### src/rtl/fetch_queue_ctrl_pkg.sv
// Shared definitions for the fetch queue controller slice.
// Provides the queue and fetch sizing constants, the controller state type,
// derived counter widths and a 2-bit popcount helper.
package fetch_queue_ctrl_pkg;

    localparam int unsigned FQ_DEPTH           = 32;
    // Headroom of 3 entries keeps the FIFO's conservative full/stall flags quiet.
    localparam int unsigned FQ_LIMIT           = FQ_DEPTH - 3;
    localparam int unsigned FETCH_MAX_INFLIGHT = 4;
    localparam int unsigned FETCH_BYTES        = 8;
    localparam logic [31:0] RESET_PC           = 32'h1c00_0000;

    localparam int unsigned FQ_OCC_W  = $clog2(FQ_DEPTH) + 1;
    localparam int unsigned FQ_INFL_W = $clog2(FETCH_MAX_INFLIGHT) + 1;

    typedef enum logic {
        FQ_RUN   = 1'b0,
        FQ_DRAIN = 1'b1
    } fq_state_e;

    function automatic logic [1:0] popcount2(input logic [1:0] v);
        return {1'b0, v[0]} + {1'b0, v[1]};
    endfunction

endpackage

### src/rtl/fetch_queue_ctrl_occ_counter.sv
// Exact occupancy tracker for the dual-port instruction queue.
// Ports:
//   clk, rst  - clock, synchronous active-low reset
//   clr_i     - synchronous clear (flush)
//   enq_i     - FIFO enqueue enables; each set bit adds one entry
//   deq_i     - entries popped this cycle (0..2)
//   occ_o     - current entry count
module fq_occ_counter
    import fetch_queue_ctrl_pkg::*;
#(
    parameter int unsigned DEPTH = FQ_DEPTH,
    parameter int unsigned LIMIT = DEPTH - 3
) (
    input  logic                     clk,
    input  logic                     rst,
    input  logic                     clr_i,
    input  logic [1:0]               enq_i,
    input  logic [1:0]               deq_i,
    output logic [$clog2(DEPTH):0]   occ_o
);

    localparam int unsigned OCC_W = $clog2(DEPTH) + 1;

    logic [OCC_W-1:0] occ_q;
    logic [OCC_W-1:0] occ_d;

    // No saturation: the credit scheme upstream guarantees the count stays in range.
    always_comb begin
        occ_d = occ_q + OCC_W'(popcount2(enq_i)) - OCC_W'(deq_i);
    end

    always_ff @(posedge clk) begin
        if (!rst) begin
            occ_q <= '0;
        end else if (clr_i) begin
            occ_q <= '0;
        end else begin
            occ_q <= occ_d;
            assert (OCC_W'(deq_i) <= occ_q);
            assert (occ_d <= OCC_W'(LIMIT));
        end
    end

    assign occ_o = occ_q;

endmodule

### src/rtl/fetch_queue_ctrl.sv
// Fetch sequencing controller in front of the decode instruction queue.
// Issues fetch requests only when the queue has room for every in-flight
// response, turns responses into FIFO enqueue enables, tracks occupancy and
// outstanding requests, and drains stale responses after a redirect.
// Ports:
//   clk, rst                        - clock, synchronous active-low reset
//   flush, flush_pc                 - redirect pulse and its 8-byte aligned target
//   fetch_req_valid/ready/pc        - request handshake to the front end
//   fetch_resp_valid, fetch_resp_mask - in-order response with slot mask
//   enqueue_en                      - FIFO enqueue enables (zero-latency)
//   deq_cnt                         - entries popped by the decoder
//   occupancy, inflight, draining   - status
module fetch_queue_ctrl
    import fetch_queue_ctrl_pkg::*;
#(
    parameter int unsigned       DEPTH        = FQ_DEPTH,
    parameter int unsigned       MAX_INFLIGHT = FETCH_MAX_INFLIGHT,
    parameter int unsigned       ADDR_W       = 32,
    parameter logic [ADDR_W-1:0] RESET_PC     = ADDR_W'(fetch_queue_ctrl_pkg::RESET_PC)
) (
    input  logic                          clk,
    input  logic                          rst,
    input  logic                          flush,
    input  logic [ADDR_W-1:0]             flush_pc,
    output logic                          fetch_req_valid,
    input  logic                          fetch_req_ready,
    output logic [ADDR_W-1:0]             fetch_req_pc,
    input  logic                          fetch_resp_valid,
    input  logic [1:0]                    fetch_resp_mask,
    output logic [1:0]                    enqueue_en,
    input  logic [1:0]                    deq_cnt,
    output logic [$clog2(DEPTH):0]        occupancy,
    output logic [$clog2(MAX_INFLIGHT):0] inflight,
    output logic                          draining
);

    localparam int unsigned OCC_W  = $clog2(DEPTH) + 1;
    localparam int unsigned INFL_W = $clog2(MAX_INFLIGHT) + 1;
    localparam int          LIMIT  = int'(DEPTH) - 3;

    fq_state_e         state_q, state_d;
    logic [ADDR_W-1:0] pc_q, pc_d;
    logic [INFL_W-1:0] infl_q, infl_d;
    logic [OCC_W-1:0]  occ;
    logic              run;
    logic              req_v;
    logic              hs;
    logic [1:0]        enq;
    logic [1:0]        deq_eff;
    int                credit;

    // Normal-operation qualifier shared by request issue and enqueue.
    assign run = (state_q == FQ_RUN) && !flush && rst;

    always_comb begin
        // Each in-flight request may still deliver two entries.
        credit  = LIMIT - int'(occ) - 2 * int'(infl_q);
        req_v   = run && (infl_q < INFL_W'(MAX_INFLIGHT)) && (credit >= 2);
        hs      = req_v && fetch_req_ready;
        enq     = (fetch_resp_valid && run) ? fetch_resp_mask : 2'b00;
        deq_eff = run ? deq_cnt : 2'b00;
        infl_d  = infl_q + INFL_W'(hs) - INFL_W'(fetch_resp_valid);
        pc_d    = hs ? pc_q + ADDR_W'(FETCH_BYTES) : pc_q;
        state_d = state_q;
        if (flush) begin
            pc_d    = flush_pc;
            state_d = (infl_d != '0) ? FQ_DRAIN : FQ_RUN;
        end else if (state_q == FQ_DRAIN && infl_d == '0) begin
            state_d = FQ_RUN;
        end
    end

    always_ff @(posedge clk) begin
        if (!rst) begin
            state_q <= FQ_RUN;
            pc_q    <= RESET_PC;
            infl_q  <= '0;
        end else begin
            state_q <= state_d;
            pc_q    <= pc_d;
            infl_q  <= infl_d;
            if (fetch_resp_valid) begin
                assert (infl_q != '0);
            end
        end
    end

    fq_occ_counter #(
        .DEPTH (DEPTH),
        .LIMIT (DEPTH - 3)
    ) u_occ (
        .clk   (clk),
        .rst   (rst),
        .clr_i (flush),
        .enq_i (enq),
        .deq_i (deq_eff),
        .occ_o (occ)
    );

    assign fetch_req_valid = req_v;
    assign fetch_req_pc    = pc_q;
    assign enqueue_en      = enq;
    assign occupancy       = occ;
    assign inflight        = infl_q;
    assign draining        = (state_q == FQ_DRAIN);

endmodule

### config.mk
export PLATFORM = sky130hd
export DESIGN_NAME = fetch_queue_ctrl
export DESIGN_NICKNAME = d
export VERILOG_FILES = /design/src/rtl/fetch_queue_ctrl_pkg.sv /design/src/rtl/fetch_queue_ctrl_occ_counter.sv /design/src/rtl/fetch_queue_ctrl.sv
export SDC_FILE = /design/constraint.sdc
export NUM_CORES = 1
export LEC_CHECK = 0
export BUFFER_PORTS_ARGS = -buffer_cell sky130_fd_sc_hd__buf_2
export CAP_MARGIN = 5
export CORE_UTILIZATION = 43
export DETAILED_ROUTE_END_ITERATION = 8
export PLACE_DENSITY = 0.73
export SYNTH_ARGS = -nofsm -noshare
export SYNTH_HDL_FRONTEND = slang
export SYNTH_SLANG_ARGS = --single-unit
### constraint.sdc
create_clock -name clk -period 4.5 [get_ports clk]
set_input_delay 0.45 -clock clk [delete_from_list [all_inputs] [get_ports clk]]
set_output_delay 0.45 -clock clk [all_outputs]
set_load 0.05 [all_outputs]
After elaboration in Yosys (flattened, before gate mapping) --
Cells that the tools add are included.
Word-level totals: logic and storage cells 36, bits in read-only memories 0, RAM bits 0, bits of input ports 41, bits in registers 42, memories 0, latch bits 0, output and inout bits 45
Operators by class: shifts and indexed selects 0, $mul 0, order comparisons 2, multiplexer cells 7, divide/modulo/power cells 0, reduce and logical (&&, ||, !) cells 13, bitwise logic cells 2, eq/ne operators 0, add/subtract/negate cells 8
Operator list (count):
- 32-bit two-way mux | 2
- 32-bit by 4-bit adder with 32-bit output (second input constant) | 1
- 8-bit by 3-bit greater-or-equal comparator with 1-bit output (second input constant) | 1
- 7-bit by 5-bit subtractor with 8-bit output | 1
- 1-bit logical AND | 7
- 5-bit by 6-bit subtractor with 7-bit output (first input constant) | 1
- 6-bit by 2-bit adder with 6-bit output | 1
- 6-bit by 2-bit subtractor with 6-bit output | 1
- 2-bit two-way mux | 2
- 2-bit nonzero test | 2
- 3-bit by 1-bit adder with 3-bit output | 1
- 3-bit logical NOT | 1
- 3-bit less-than comparator (second input constant) | 1
- 1-bit two-way mux | 3
- 3-bit nonzero test | 1
- 3-bit by 1-bit subtractor with 3-bit output | 1
- 1-bit by 1-bit adder with 2-bit output | 1
- 1-bit NOT | 2
- 2-bit OR reduction | 1
- 1-bit logical NOT | 1

Depth between registers and ports, before layout --
depth after elaboration 12, depth in mapped cells 17, gate-level depth less buffers 16

Hierarchy --
A second synthesis with hierarchy kept.
Second synthesis, totals: cell total of the unflattened synthesis 354, area total of the unflattened synthesis 2751.4 um^2
Modules (own cells, without submodules):
- fetch_queue_ctrl | sequential area each 720.7 um^2, times used 1, area an instance 2348.5 um^2, cells an instance 312
- fq_occ_counter | sequential area each 120.1 um^2, times used 1, area an instance 402.9 um^2, cells an instance 42

Least setup slack after synthesis --
No wires, ideal clock.
kind reg2reg, from register u_occ.occ_q[2] (netlist: u_occ.occ_o[2]), to register state_q (netlist: draining), data required time 4.375 ns, period minus slack after synthesis 4.004 ns, setup slack 0.496 ns, cell stages (with the launch flop) 17, path buffers 1, data arrival time 3.879 ns, library setup time 0.125 ns, cells stage by stage dfxtp_1 -> ha_1 -> fa_1 -> and2_1 -> nand2_1 -> nor4b_1 -> a2bb2oi_2 -> or2_1 -> buf_2 -> ha_1 -> inv_1 -> ha_1 -> inv_1 -> fa_1 -> xnor2_1 -> xnor2_1 -> a31oi_1
On the way: cells in the longest elaborated chain, start to end 10, elaborated cells on any way between the ends 13, those cells by class add/sub (4); order compare (1); mux (2); reduce/logical (6)
Ends and longest elaborated chain:
- from (decl) | line fetch_queue_ctrl_occ_counter.sv:24 | logic [OCC_W-1:0] occ_q;
- from (signal assigned) | line fetch_queue_ctrl_occ_counter.sv:34 | occ_q <= '0;
- from (signal assigned) | line fetch_queue_ctrl_occ_counter.sv:36 | occ_q <= '0;
- from (signal assigned) | line fetch_queue_ctrl_occ_counter.sv:38 | occ_q <= occ_d;
- 5-bit by 6-bit subtractor with 7-bit output (*) | line fetch_queue_ctrl.sv:57 | credit = LIMIT - int'(occ) - 2 * int'(infl_q);
- 7-bit by 5-bit subtractor with 8-bit output (*) | line fetch_queue_ctrl.sv:57
- 8-bit by 3-bit greater-or-equal comparator with 1-bit output (*) | line fetch_queue_ctrl.sv:58 | req_v = run && (infl_q < INFL_W'(MAX_INFLIGHT)) && (credit >= 2);
- 1-bit logical AND (*) | line fetch_queue_ctrl.sv:58
- 1-bit logical AND (*) | line fetch_queue_ctrl.sv:59 | hs = req_v && fetch_req_ready;
- 3-bit by 1-bit adder with 3-bit output (*) | line fetch_queue_ctrl.sv:62 | infl_d = infl_q + INFL_W'(hs) - INFL_W'(fetch_resp_valid);
- 3-bit by 1-bit subtractor with 3-bit output (*) | line fetch_queue_ctrl.sv:62
- 3-bit nonzero test or 3-bit logical NOT (tied branches) | line fetch_queue_ctrl.sv:67, fetch_queue_ctrl.sv:68
- 1-bit two-way mux or 1-bit logical AND (tied branches) | line fetch_queue_ctrl.sv:67, fetch_queue_ctrl.sv:68
- 1-bit two-way mux or 2-bit nonzero test (tied branches)
- to (signal assigned) | line fetch_queue_ctrl.sv:79 | state_q <= state_d;
- to (decl) | line fetch_queue_ctrl.sv:41 | fq_state_e state_q, state_d;
Mark *: on every way between the ends. The rest lies on a longest branch, timed or not. A chain may end at the register's enable or synchronous reset.

Worst setup path after layout --
Ends and elaborated chain as after synthesis.

==> metrics <==
status completed; core area ~5900 um^2; drt via density 5.318; PD cells ~400 nW/um^2; dominant synthesized flop cell dfxtp_1; MaxCap Viol Count 0; total wire length approximately 6500 um; Critical Path RT roughly 4.7 ns; IO Pins 86; Multi-input gate area between 1500 and 2000 um^2; HP Class input port to flop; Layout area overhead 23.47%; Setup Skew around 0.016 ns; WHS between 0.3 and 0.4 ns; FILL cells between 500 and 600; setup ws final around 0.74 ns; reg-to-reg slack, setup roughly 0.74 ns; sequential area share after synthesis a little under a third; R2R cell count 15; most common cell after layout, fill and taps aside buf_2; DRT antenna net count 0; drt drc 0; IO buf count 85; CTS Hold Buffers Added 0; crit path from u_occ.occ_o[2]; minimum clock period between 3 and 4 ns; largest net degree at the start of global routing 53; Final #Nets ~460; Max-slew headroom 50.64%; Clock Tree Root clkbuf_8; Syn Inst Count 320; Initial Util around 44%; CTS Sinks 42; area of the mapped netlist 2634 um^2; CTS tree built; Fmax between 200 and 300 MHz; total CTS buffers 5; hold path depth 2; placed insts between 400 and 500; Worst Hold Launch flush_pc[13]; later-pin clock latency in the skew report around 0.30 ns; WP data arrival around 3.9 ns; Final HPWL DP 4689 um; synthesized area per cell 8.231 um^2; fraction of registers with async set/reset 0%; peak supply drop 0.2400 mV; synth warn 0; initial antenna violation count 0; RSZ-0062 raised after global routing false; Slew Viols, Final 0; H-tree levels 2; Layout Cells excl Fill 475; Placed Area a little over 3000 um^2; post-CTS setup buffers 0; Die ar. 6442 um^2; num rows 28; pre-CTS setup slack ~0.81 ns; synth unique cells 40; share of post-route cells with drive strength above 1 between 20% and 30%; DRT iter0 DRCs ~100; clk slew on worst S/H paths ~0.09 ns; Total Power around 1.3 mW; Congestion Overflow GR 0; design area about 3300 um^2; Post-synth EDFFs 0; Final Util between 50% and 60%; # diodes 0; CTS resizes 0; RR Startpoint u_occ.occ_o[2]; WL per Instance approximately 14 um; P_leak ~1.4 nW; sequential cell area approximately 840 um^2; CTS Buffer Depth 2; setup TNS 0 ns; wire length of the first global-routing pass between 10,000 and 15,000 um; Worst R2R End draining; final setup vio count 0; final hold violation count 0; crit-path max FO 8; startpoint types flop; TritonRoute pass-1 iters 4; Vias 2,526; Least-Margin Pin Slew ~0.74 ns; Chip Height ~80 um; Post-Syn Nets ~380; Worst Path Class, Setup flop to flop; GP Congestion 0.7728; Period Utilization, post-route roughly 83%; Setup crit end draining; most frequent cells in the layout buf_2 (85), dfxtp_1 (42), xnor2_1 (30); CP endpoint kind flop; vias in the first global route about 2,300; GR Util All Layers about a fifth; Die X 80.26 um; #FFs+latches synth 42
Yosys cell counts (2+ instances only):
library cell / instances / area, um^2
nor4b_1: 3 / 26.28
fa_1: 4 / 80.08
nand3_1: 14 / 70.07
nor2b_1: 7 / 43.79
ha_1: 17 / 212.7
clkbuf_1: 13 / 48.80
nor3_1: 9 / 45.04
xnor2_1: 30 / 262.8
and2_1: 6 / 37.54
a21oi_1: 29 / 145.1
inv_2: 3 / 11.26
inv_1: 16 / 60.06
a21o_1: 2 / 15.01
or4_1: 2 / 15.01
nor3b_1: 4 / 30.03
mux2i_1: 5 / 50.05
xor2_1: 3 / 26.28
and3_1: 6 / 37.54
nand2_1: 18 / 67.56
dfxtp_1: 42 / 840.8
nor4_1: 16 / 100.1
o311a_1: 2 / 20.02
nand4_1: 9 / 56.30
buf_2: 2 / 10.01
o21ai_0: 27 / 135.1
nor2_1: 17 / 63.81
per-layer routing:
metal	GRT usage, %	wire, um
met1	27.94	3099
met3	3.750	301
met4	7.143	100
met5	0	0
met2	34.19	3019
worst max-delay path, stage by stage, from the launching register on:
cell and delay, ns:
dfxtp_1 0.43, ha_1 0.29, fa_1 0.51, and2_1 0.14, nand2_1 0.07, nor4b_1 0.35, a2bb2oi_2 0.18, or2_1 0.31
ha_1 0.29, inv_1 0.05, ha_1 0.12, inv_1 0.04, fa_1 0.38, xnor2_1 0.20, xnor2_1 0.16, a31oi_1 0.10
final cells by class:
class / instances / area share, %
Clock buffer: 6 / 2.539
Clock inverter: 2 / 1.847
Inverter: 19 / 2.193
Multi-Input combinational cell: 244 / 51.13
Sequential cell: 42 / 25.86
Tap cell: 75 / 2.886
Timing Repair Buffer: 87 / 13.54
logic make-up (layout without fill, tap and decap cells):
logic type	Yosys count	in the layout	synth area share, %
DFF	42	42	31.92
adders and majority gates	21	21	11.12
buffers and inverters	34	114	4.941
and+or+nand+nor	117	117	24.56
AOI/OAI and AO/OA	68	68	14.58
muxes	5	5	1.900
xor gates and xnor gates	33	33	10.97
power by group:
part           leakage (nW)  internal, mW  switching (mW)  total [mW]
Sequential            0.348         0.411          0.0487       0.459
Clock                0.0714         0.237           0.136       0.373
Combinational         0.966         0.165           0.328       0.492
Total                  1.39         0.812           0.512        1.32
worst min path at each step:
stage | to | slack, ns
2_1_floorplan | fetch_req_pc[13] | 0.56
3_3_place_gp | fetch_req_pc[2] | 0.49
3_5_place_dp | fetch_req_pc[2] | 0.50
4_1_cts | fetch_req_pc[13] | 0.35
5_1_grt | fetch_req_pc[13] | 0.35
6_report | fetch_req_pc[13] | 0.35
flip-flops by register name (all words and copies together), names as in the netlist:
register	cells
fetch_req_pc	32
u_occ.occ_o	6
inflight	3
draining	1
(Power assumes the default switching activity.)
